==> config.mk <==
export PLATFORM = sky130hd
export DESIGN_NAME = lfsr_gen
export DESIGN_NICKNAME = d
export VERILOG_FILES = /design/src/rtl/lfsr_gen.sv
export SDC_FILE = /design/constraint.sdc
export NUM_CORES = 1
export LEC_CHECK = 0
export BUFFER_PORTS_ARGS = -buffer_cell sky130_fd_sc_hd__buf_2
export CAP_MARGIN = 20
export CORE_UTILIZATION = 51
export DETAILED_ROUTE_END_ITERATION = 8
export PLACE_DENSITY = 0.86
export SYNTH_ARGS = -nofsm -noshare
export SYNTH_HDL_FRONTEND = slang
export SYNTH_SLANG_ARGS = --single-unit
==> constraint.sdc <==
create_clock -name clk -period 2.1 [get_ports clk]
set_clock_uncertainty 0.15 [all_clocks]
set_input_delay 0.105 -clock clk [delete_from_list [all_inputs] [get_ports clk]]
set_output_delay 0.105 -clock clk [all_outputs]
set_load 0.01 [all_outputs]
==> src/rtl/lfsr_gen.sv <==
// lfsr_gen: parametrised pseudo-random sequence generator.
//
// Produces a Fibonacci or Galois LFSR sequence with step enable, runtime seed
// load, recovery from the all-zero state and measurement of the sequence period.
//
// Ports:
//   clk      system clock
//   reset    synchronous active-high reset
//   en       advance one step this cycle
//   load     load seed_in this cycle (takes priority over en)
//   seed_in  runtime seed; zero selects SEED
//   lfsr     current state (registered)
//   bit_out  lfsr[0], serial PRBS bit
//   wrap     one-cycle pulse: state has returned to the reference value
//   lockup   one-cycle pulse: all-zero state (or zero seed) replaced by SEED
//   period   step count of the last completed cycle; 0 until the first wrap
module lfsr_gen #(
    parameter int          WIDTH = 5,
    parameter logic [31:0] TAPS  = 32'h0000_0005,
    parameter logic [31:0] SEED  = 32'h0000_0001,
    parameter bit          MODE  = 1'b0
) (
    input  logic             clk,
    input  logic             reset,
    input  logic             en,
    input  logic             load,
    input  logic [WIDTH-1:0] seed_in,
    output logic [WIDTH-1:0] lfsr,
    output logic             bit_out,
    output logic             wrap,
    output logic             lockup,
    output logic [WIDTH-1:0] period
);

    localparam logic [WIDTH-1:0] TAPS_W   = TAPS[WIDTH-1:0];
    localparam logic [WIDTH-1:0] SEED_W   = SEED[WIDTH-1:0];
    localparam logic [WIDTH-1:0] ALL_ONES = '1;

    logic [WIDTH-1:0] ref_val;
    logic [WIDTH-1:0] step_cnt;

    logic             fb;
    logic [WIDTH-1:0] step_val;
    logic [WIDTH-1:0] cnt_inc;
    logic             seed_zero;
    logic [WIDTH-1:0] seed_eff;

    always_comb begin
        fb        = ^(lfsr & TAPS_W);
        step_val  = {fb, lfsr[WIDTH-1:1]};
        if (MODE) begin
            step_val = (lfsr >> 1) ^ (lfsr[0] ? TAPS_W : '0);
        end
        // Saturate so a very long (or stuck) sequence can never alias to a short period.
        cnt_inc   = (step_cnt == ALL_ONES) ? ALL_ONES : step_cnt + 1'b1;
        seed_zero = (seed_in == '0);
        seed_eff  = seed_zero ? SEED_W : seed_in;
    end

    always_ff @(posedge clk) begin
        if (reset) begin
            lfsr     <= SEED_W;
            ref_val  <= SEED_W;
            step_cnt <= '0;
            period   <= '0;
            wrap     <= 1'b0;
            lockup   <= 1'b0;
        end else if (load) begin
            lfsr     <= seed_eff;
            ref_val  <= seed_eff;
            step_cnt <= '0;
            period   <= '0;
            wrap     <= 1'b0;
            lockup   <= seed_zero;
        end else if (en) begin
            if (lfsr == '0) begin
                // Recovery step: leaves the period measurement untouched.
                lfsr   <= SEED_W;
                wrap   <= 1'b0;
                lockup <= 1'b1;
            end else begin
                lfsr   <= step_val;
                lockup <= 1'b0;
                if (step_val == ref_val) begin
                    wrap     <= 1'b1;
                    period   <= cnt_inc;
                    step_cnt <= '0;
                end else begin
                    wrap     <= 1'b0;
                    step_cnt <= cnt_inc;
                end
            end
        end else begin
            wrap   <= 1'b0;
            lockup <= 1'b0;
        end
    end

    assign bit_out = lfsr[0];

endmodule

Yosys cells after proc, flatten, opt, wreduce, memory -nomap -nowiden
Cells that the tools add are included.
Widths: inputs -> output; s select.
- add/sub/neg operators: 1
- equal/unequal tests: 2
- mux-type cells: 10
- bitwise operators: 2
- reduce and logical (&&, ||, !) cells: 8
- operators with widths (cell ; count):
    $mux 5 ; 6
    $logic_not 5->1 ; 2
    $add 5x1->5 const B ; 1
    $eq 5x5->1 ; 1
    $eq 5x5->1 const B ; 1
    $reduce_xor 5->1 ; 1
    $mux 1 ; 4
    $reduce_or 4->1 ; 1
    $reduce_and 3->1 ; 1
    $not 1->1 ; 2
    $reduce_and 2->1 ; 1
    $reduce_bool 2->1 ; 1
    $reduce_or 2->1 ; 1
- register bits: 22
- output and inout port bits: 13
- logic and storage cells: 29

Depth between registers and ports, before layout
Gate-level depths: netlist (run 1).
- word-level depth: 4
- mapped depth: 6

Least setup slack after synthesis (run 1)
OpenSTA, ideal clock, no wires.
- kind: reg-to-reg
- start: reg lfsr[2]
- end: reg period[0]
- setup time: 0.059 ns
- arrival time: 1.507 ns
- data required time: 1.891 ns
- setup slack: 0.384 ns
- stages on the path, launching flop included: 6
- cell sequence: dfxtp_1 > or4_4 > nor2_4 > nor2b_2 > a31oi_4 > a22o_1
- longest elaborated chain between the ends: 3
- elaborated cells on any way between the ends: 5
- classes of those cells: eq/ne: 1; bitwise: 1; reduce/logical: 3
- RTL lines (what ; RTL line ; RTL):
    from (decl) ; 28 ; output logic [WIDTH-1:0] lfsr,
    from (signal assigned) ; 82 ; lfsr <= step_val;
    $reduce_xor 5->1 / $logic_not 5->1 (equally long branches) ; 49, 76 ;
    $eq 5x5->1 / $not 1->1 (equally long branches) ; n/a ;
    $reduce_and 3->1 (no source line) (*) ; n/a ;
    to (signal assigned) ; 86 ; period <= cnt_inc;
    to (decl) ; 32 ; output logic [WIDTH-1:0] period
Every way passes the cells marked *; elsewhere a longest branch is shown, timed or not.
A chain may end at the register's enable or synchronous reset.

Final worst setup path (run 1)
- start: reg lfsr[2]
- end: reg lfsr[4]
- longest elaborated chain between the ends: 4
- elaborated cells on any way between the ends: 5
- classes of those cells: mux: 3; reduce/logical: 2
- RTL lines (what ; RTL line ; RTL):
    $reduce_xor 5->1 / $logic_not 5->1 (equally long branches) ; 49, 76 ;
    $mux 5 (*) ; 76 ; if (lfsr == '0) begin
    $mux 5 (*) ; 75 ; end else if (en) begin
    $mux 5 (*) ; 68 ; end else if (load) begin
Every way passes the cells marked *; elsewhere a longest branch is shown, timed or not. The select of a mux whose other input is x is not followed.

==> results of run 1 <==
## cell usage after synthesis (all sizes together)
cell	n
o21a	1
xor2	5
a31oi	1
nor3	1
nor2	16
a22o	5
and3	1
buf	2
nand2	8
nand2b	1
nor2b	2
nand3	5
ha	1
dfxtp	22
o21ai	4
inv	2
clkbuf	4
or2	2
a211oi	1
or4	1
mux2i	8
a21oi	12
xnor2	1
nand3b	3
nor4	2
## stage by stage
stage / power (mW) / cell area [um2] / utilization, %
after detailed placement: 0.577 / 1140 / 63.1
after global placement: 0.570 / 1140 / 63.1
after CTS: 0.823 / 1260 / 70.1
final: 0.826 / 1270 / 70.5
after floorplan: 0.544 / 1020 / -
after global routing: 0.858 / 1270 / 70.5
## worst max path at each step
stage | cells after the start | end
3_5_place_dp | 5 | period[1]
5_1_grt | 6 | lfsr[4]
2_1_floorplan | 5 | period[0]
3_3_place_gp | 5 | period[4]
4_1_cts | 6 | lockup
6_report | 6 | lfsr[4]
## cell type report
type	instances	share of cell area (%)
tap	25	2.46
inverter	2	0.591
multi-input combinational	81	43.4
sequential	22	34.7
timing repair buffer	31	16.0
clock buffer	4	2.86
## registers in the layout, indices dropped and copies added, names as in the netlist
signal and count:
lockup 1, ref_val 5, period 5, wrap 1, lfsr 5, step_cnt 5
## layer usage
layer	wire [um]	vias to the layer above
met5	0	-
met4	65	0
met3	102	12
met2	1100	40
met1	1030	406
li1	-	443
## power by group
group,internal (mW),switching [mW]
clock,0.106,0.135
combinational,0.0599,0.0770
sequential,0.432,0.0156
## timing repair
item / 4_1_cts / 5_1_grt
endpoints found under the setup margin: 0 / 1
gates resized for setup: 0 / 1
hold endpoints to repair: 11 / 0
hold buffers: 9 / 0
## worst max-delay path, cell delays in order (launching register included)
cell,delay [ns]
dfxtp_1,0.45
xor2_1,0.29
mux2i_1,0.15
nor2_1,0.11
a21oi_1,0.05
nor2_1,0.10
dlygate4sd3_1,0.57
## cell families after synthesis
group / count (synthesis) / synth area share [%]
AOI/OAI and AO/OA: 24 / 16.1
buffers and inverters: 8 / 3.31
xor gates and xnor gates: 6 / 5.15
DFF: 22 / 43.2
adders and majority gates: 1 / 1.23
and+or+nand+nor: 42 / 23.2
muxes: 8 / 7.85
==> flow_metrics.env, run 1 <==
export IMPL_post_cts_buffers=0
export IMPL_leakage_nw=0.560
export IMPL_worst_pin_slew_ns=0.373
export IMPL_gp_congestion=0.833
export IMPL_r2r_cells=6
export IMPL_layout_common_cells="22 x dfxtp_1, 21 x buf_2, 15 x nor2_1"
export IMPL_io_buffers=21
export IMPL_synth_top_cell_area_share_pct=43.2
export IMPL_layout_area_seq_um2=440
export IMPL_finalNetCount=151
export IMPL_worstPathRequired_ns=2.21
export IMPL_hold_ws_ns=0.0126
export IMPL_synthesis_area_um2=1020
export IMPL_hold_path_end="lockup"
export IMPL_ys_ff_latch=22
export IMPL_n_fill_cell=137
export IMPL_reg2reg_from="lfsr[2]"
export IMPL_cts_tree="done"
export IMPL_track_usage_pct=23.2
export IMPL_post_route_cells_drive_above_1_share_pct=26.4
export IMPL_dpl_cell_count=152
export IMPL_diodes=0
export IMPL_ys_seq_area_share_pct=43.2
export IMPL_ant_nets=0
export IMPL_netlist_instances=111
export IMPL_r2r_slack_ns=0.19
export IMPL_fmax_mhz=523
export IMPL_end_kind="flip-flop"
export IMPL_wirelength_um=2300
export IMPL_grt_use_met1_pct=28.9
export IMPL_cts_buffer_depth=2
export IMPL_synth_nets=121
export IMPL_gr_usage_met3_pct=6.27
export IMPL_fin_crit_sh_pct=91.1
export IMPL_maxCapViolCount=0
export IMPL_startpoint="lfsr[2]"
export IMPL_core_area_um2=1800
export IMPL_path_clk_slew_ns=0.12
export IMPL_cp_max_fo=6
export IMPL_ctsHtreeMaxLevel=1
export IMPL_vdd_drop_max_v=0.000566
export IMPL_wl_per_cell_um=13.9
export IMPL_overflow=0
export IMPL_relSlewSlack_pct=74.9
export IMPL_grt_busiest_layer="met2"
export IMPL_syn_avg_cell_area_um2=9.19
export IMPL_multiInputGateArea_um2=552
export IMPL_synth_area_leaders="dfxtp_1 43%, mux2i_1 7.9%, a21oi_1 5.9%"
export IMPL_setup_slack_ns=0.187
export IMPL_chipWidth_um=46.7
export IMPL_grt_start_max_net_pins=19
export IMPL_clock_root_buffer="clkbuf_4"
export IMPL_drtIter0Drc=39
export IMPL_die_h_um=46.7
export IMPL_start_kind="flip-flop"
export IMPL_dieArea_um2=2180
export IMPL_vias=901
export IMPL_r2r_end="lfsr[4]"
export IMPL_ios=22
export IMPL_path_class="reg2reg"
export IMPL_whs_path_depth=3
export IMPL_gr_usage_met2_pct=38.3
export IMPL_cts_sink_count=22
export IMPL_status="complete, no violations"
export IMPL_area_growth_pct=24.5
export IMPL_pre_cts_ws_ns=0.273
export IMPL_report_final_setup_viol=0
export IMPL_cts_buffers=3
export IMPL_grt_pass1_vias=788
export IMPL_clock_latency_ns=0.31
export IMPL_antenna_found_initial=0
export IMPL_drc_errors=0
export IMPL_synth_cell_types=31
export IMPL_hold_class="in2reg"
export IMPL_initial_utilization_pct=56.6
export IMPL_stdcell_count=165
export IMPL_dp_final_hpwl_um=1600
export IMPL_hold_viol=0
export IMPL_period_needed_ns=1.91
export IMPL_powerDensity_nw_per_um2=650
export IMPL_rsz0062_at_grt="no"
export IMPL_num_rows=15
export IMPL_yosysTopAreaCell="dfxtp_1"
export IMPL_layout_cells_most_common="dfxtp_1"
export IMPL_yosys_warnings=0
export IMPL_slew_violations=0
export IMPL_hold_start="en"
export IMPL_final_setup_tns_ns=0
export IMPL_worstPathArrival_ns=2.03
export IMPL_viasPerCell=5.46
export IMPL_grt_pass1_wl_um=3500
export IMPL_firstDrtPassIters=4
No activity file was read; power rests on OpenSTA's default activity.
==> inputs of run 2 (changes only) <==
--- a/config.mk
+++ b/config.mk
@@ -9,6 +9,7 @@
 export CAP_MARGIN = 20
 export CORE_UTILIZATION = 51
 export DETAILED_ROUTE_END_ITERATION = 8
+export GPL_TIMING_DRIVEN = 0
 export PLACE_DENSITY = 0.86
 export SYNTH_ARGS = -nofsm -noshare
 export SYNTH_HDL_FRONTEND = slang
==> flow_metrics.env, run 2 (synthesized netlist as in run 1, its figures left out) <==
export IMPL_status="complete, no violations"
export IMPL_hold_class="in2reg"
export IMPL_crit_top_cell="dlygate4sd3_1"
export IMPL_grt_pass1_wl_um=3180
export IMPL_start_kind="input port"
export IMPL_num_rows=15
export IMPL_diodes=0
export IMPL_gp_congestion=0.868
export IMPL_path_clk_slew_ns=0.12
export IMPL_cts_buffer_depth=2
export IMPL_place_area_um2=1150
export IMPL_io_buffers=19
export IMPL_antenna_found_initial=0
export IMPL_utilization_pct=69.9
export IMPL_die_h_um=46.7
export IMPL_slowest_stage="dlygate4sd3_1"
export IMPL_setup_slack_ns=0.154
export IMPL_chipWidth_um=46.7
export IMPL_ant_nets=0
export IMPL_clock_latency_ns=0.32
export IMPL_initial_utilization_pct=56.6
export IMPL_critPathBufInv=3
export IMPL_pre_cts_ws_ns=0.287
export IMPL_final_setup_tns_ns=0
export IMPL_vdd_drop_max_v=0.000408
export IMPL_hold_viol=0
export IMPL_rsz0062_at_grt="no"
export IMPL_end_kind="flip-flop"
export IMPL_layout_cells_most_common="dfxtp_1"
export IMPL_cp_top_family="buffers and inverters"
export IMPL_critPathMaxStageDelay_ns=0.57
export IMPL_viasPerCell=5.30
export IMPL_dp_final_hpwl_um=1410
export IMPL_report_final_setup_viol=0
export IMPL_clock_root_buffer="clkbuf_4"
export IMPL_grt_pass1_vias=748
export IMPL_post_cts_buffers=0
export IMPL_ios=22
export IMPL_grt_start_max_net_pins=14
export IMPL_vias=875
export IMPL_multiInputGateArea_um2=546
export IMPL_powerDensity_nw_per_um2=716
export IMPL_track_usage_pct=20.6
export IMPL_cp_max_fo=3
export IMPL_ctsHtreeMaxLevel=1
export IMPL_wirelength_um=2020
export IMPL_drc_errors=0
export IMPL_area_growth_pct=23.4
export IMPL_layout_common_cells="22 x dfxtp_1, 19 x buf_2, 15 x nor2_1"
export IMPL_relSlewSlack_pct=68.2
export IMPL_worst_pin_slew_ns=0.477
export IMPL_cts_sink_count=22
export IMPL_worstPathCellList="dlygate4sd3_1 -> buf_2 -> nor4_1 -> nand3b_1 -> dlygate4sd3_1 -> a21oi_1"
export IMPL_maxCapViolCount=0
export IMPL_n_fill_cell=148
export IMPL_cts_buffers=3
export IMPL_wl_per_cell_um=12.2
export IMPL_period_needed_ns=1.95
export IMPL_path_class="in2reg"
export IMPL_drtIter0Drc=24
export IMPL_firstDrtPassIters=4
export IMPL_slew_violations=0
export IMPL_overflow=0
export IMPL_cts_tree="done"
export IMPL_finalNetCount=151
export IMPL_leakage_nw=0.547
export IMPL_fin_crit_sh_pct=92.7
export IMPL_stdcell_area_um2=1260
export IMPL_worstPathRequired_ns=2.21
export IMPL_post_route_cells_drive_above_1_share_pct=24.3
export IMPL_fmax_mhz=514
export IMPL_worstPathArrival_ns=2.05
export IMPL_core_area_um2=1800
export IMPL_layout_area_seq_um2=440
export IMPL_dieArea_um2=2180
-- run 2: cell type report --
cell class | instances | share of cell area [%]
clock buffer | 3 | 1.79
inverter | 2 | 0.596
buffer | 6 | 2.09
tap | 25 | 2.49
sequential | 22 | 35.0
timing repair buffer | 25 | 12.3
multi-input combinational | 81 | 43.3
clock inverter | 1 | 2.39
-- run 2: what timing repair did --
action	CTS	global route
hold endpoints to repair	11	0
resized for setup	0	0
hold buffers	6	0
-- run 2: power by group --
part	leakage [nW]	internal [mW]	switching [mW]
Combinational	0.340	0.0563	0.0718
Clock	0.0279	0.193	0.133
Sequential	0.180	0.432	0.0162
-- run 2: worst min-delay path: stages --
cell	delay, ns
clkbuf_1	0.19
mux2i_1	0.16
nor2_1	0.07
-- run 2: path summary, 6_finish.rpt --
path,slack (ns),cells past startpoint,from,end
setup / recovery,0.15,6,seed_in[1],lockup
hold / removal,0.09,3,load,ref_val[2]
hold reg to reg,0.33,2,ref_val[0],ref_val[0]
setup reg to reg,0.26,5,lfsr[4],period[0]
-- run 2: layer usage --
metal / share of wire, % / global-route usage, % / vias up
li1: - / - / 440
met1: 46 / 28.1 / 391
met2: 45 / 30.3 / 36
met3: 5.3 / 4.71 / 8
met4: 3.3 / 10.9 / 0
met5: 0 / 0 / -
-- run 2: per-stage QoR --
| step | hold WS, ns | total power [mW] | std cells |
|---|---|---|---|
| floorplan | 0.0977 | 0.544 | 111 |
| finish | 0.0886 | 0.902 | 165 |
| global placement | 0.218 | 0.572 | 155 |
| CTS | 0.0768 | 0.909 | 165 |
| detailed placement | 0.235 | 0.575 | 155 |
| global route | 0.103 | 0.943 | 165 |
==> inputs of run 3 (changes only) <==
--- a/config.mk
+++ b/config.mk
@@ -7,10 +7,13 @@
 export LEC_CHECK = 0
 export BUFFER_PORTS_ARGS = -buffer_cell sky130_fd_sc_hd__buf_2
 export CAP_MARGIN = 20
-export CORE_UTILIZATION = 51
+export CELL_PAD_IN_SITES_DETAIL_PLACEMENT = 0
+export CELL_PAD_IN_SITES_GLOBAL_PLACEMENT = 1
+export CORE_UTILIZATION = 41
+export CTS_BUF_LIST = sky130_fd_sc_hd__clkbuf_2 sky130_fd_sc_hd__clkbuf_4 sky130_fd_sc_hd__clkbuf_8
 export DETAILED_ROUTE_END_ITERATION = 8
 export GPL_TIMING_DRIVEN = 0
-export PLACE_DENSITY = 0.86
+export PLACE_DENSITY = 0.91
 export SYNTH_ARGS = -nofsm -noshare
 export SYNTH_HDL_FRONTEND = slang
 export SYNTH_SLANG_ARGS = --single-unit
==> flow_metrics.env, run 3 (synthesized netlist as in run 1, its figures left out) <==
export IMPL_overflow=0
export IMPL_rsz0062_at_grt="no"
export IMPL_end_kind="flip-flop"
export IMPL_dp_final_hpwl_um=1480
export IMPL_worstPathArrival_ns=2.10
export IMPL_final_setup_tns_ns=0
export IMPL_num_rows=17
export IMPL_die_h_um=51.9
export IMPL_diodes=0
export IMPL_ctsHtreeMaxLevel=1
export IMPL_pre_cts_ws_ns=0.281
export IMPL_track_usage_pct=17.9
export IMPL_worst_pin_slew_ns=0.522
export IMPL_grt_start_max_net_pins=14
export IMPL_cts_buffer_depth=2
export IMPL_area_growth_pct=23.8
export IMPL_finalNetCount=151
export IMPL_cts_sink_count=22
export IMPL_ant_nets=0
export IMPL_clock_latency_ns=0.32
export IMPL_start_kind="input port"
export IMPL_hold_class="in2reg"
export IMPL_setup_slack_ns=0.101
export IMPL_gp_congestion=0.801
export IMPL_status="complete, no violations"
export IMPL_utilization_pct=55.5
export IMPL_path_clk_slew_ns=0.12
export IMPL_drc_errors=0
export IMPL_clock_root_buffer="clkbuf_4"
export IMPL_drtIter0Drc=15
export IMPL_report_final_setup_viol=0
export IMPL_firstDrtPassIters=4
export IMPL_maxCapViolCount=0
export IMPL_hold_viol=0
export IMPL_grt_pass1_wl_um=3490
export IMPL_cp_max_fo=3
export IMPL_period_needed_ns=2.00
export IMPL_ios=22
export IMPL_wl_per_cell_um=12.1
export IMPL_worstPathRequired_ns=2.20
export IMPL_wirelength_um=2030
export IMPL_fmax_mhz=500
export IMPL_leakage_nw=0.547
export IMPL_io_buffers=19
export IMPL_layout_cells_most_common="dfxtp_1"
export IMPL_grt_pass1_vias=786
export IMPL_path_class="in2reg"
export IMPL_relSlewSlack_pct=64.9
export IMPL_core_area_um2=2280
export IMPL_vias=857
export IMPL_viasPerCell=5.10
export IMPL_cts_buffers=3
export IMPL_initial_utilization_pct=44.8
export IMPL_post_cts_buffers=0
export IMPL_cts_tree="done"
export IMPL_powerDensity_nw_per_um2=716
export IMPL_dieArea_um2=2690
export IMPL_post_route_cells_drive_above_1_share_pct=24.3
export IMPL_slew_violations=0
export IMPL_vdd_drop_max_v=0.000436
export IMPL_antenna_found_initial=0
export IMPL_fin_crit_sh_pct=95.2
export IMPL_layout_common_cells="22 x dfxtp_1, 19 x buf_2, 15 x nor2_1"
export IMPL_chipWidth_um=51.9
## run 3: cell counts in the layout (fill, tap and decap cells not counted)
Identical to the previous run, type by type.
## run 3: final timing paths
check,from,endpoint,slack [ns],cells after the start
setup / recovery,seed_in[1],lockup,0.10,6
hold / removal,load,ref_val[2],0.11,3
setup reg to reg,lfsr[4],period[1],0.24,5
hold reg to reg,ref_val[0],ref_val[0],0.33,2
## run 3: final cells by class
cell class              count  area [um2]
flip-flops and latches     22         440
clock inverters             1        30.0
plain buffers               6        26.3
multi-input cells          81         546
repair buffers             25         155
well taps                  28        35.0
fillers                   196        1010
inverters                   2        7.51
clock buffers               3        22.5
## run 3: repair_timing
item / in CTS / in global routing
resized for setup: 0 / 0
hold buffers: 6 / 0
endpoints found under the hold margin: 11 / 0
## run 3: metal layers
metal  part of all wire (%)  vias to the layer above  global-route usage (%)
met1                     51                      395                    23.9
met2                     43                       19                    26.1
met3                    3.4                        5                    3.51
met4                    2.6                        0                    10.8
li1                       -                      438                       -
met5                      0                        -                       0
## run 3: critical path, stage by stage
cell and delay (ns):
dlygate4sd3_1 0.54, buf_2 0.15, nor4_1 0.50, nand3b_1 0.12
dlygate4sd3_1 0.57, a21oi_1 0.12
## run 3: power breakdown
| group | internal (mW) | switching (mW) | total [mW] |
|---|---|---|---|
| Sequential | 0.432 | 0.0169 | 0.449 |
| Clock | 0.193 | 0.136 | 0.329 |
| Combinational | 0.0561 | 0.0701 | 0.126 |
## run 3: per-stage QoR
stage | hold slack [ns] | area, um2 | std cells | power [mW]
2_1_floorplan | 0.0977 | 1020 | 111 | 0.544
3_3_place_gp | 0.215 | 1150 | 158 | 0.573
3_5_place_dp | 0.223 | 1150 | 158 | 0.576
4_1_cts | 0.101 | 1260 | 168 | 0.906
5_1_grt | 0.116 | 1260 | 168 | 0.946
6_report | 0.107 | 1260 | 168 | 0.904
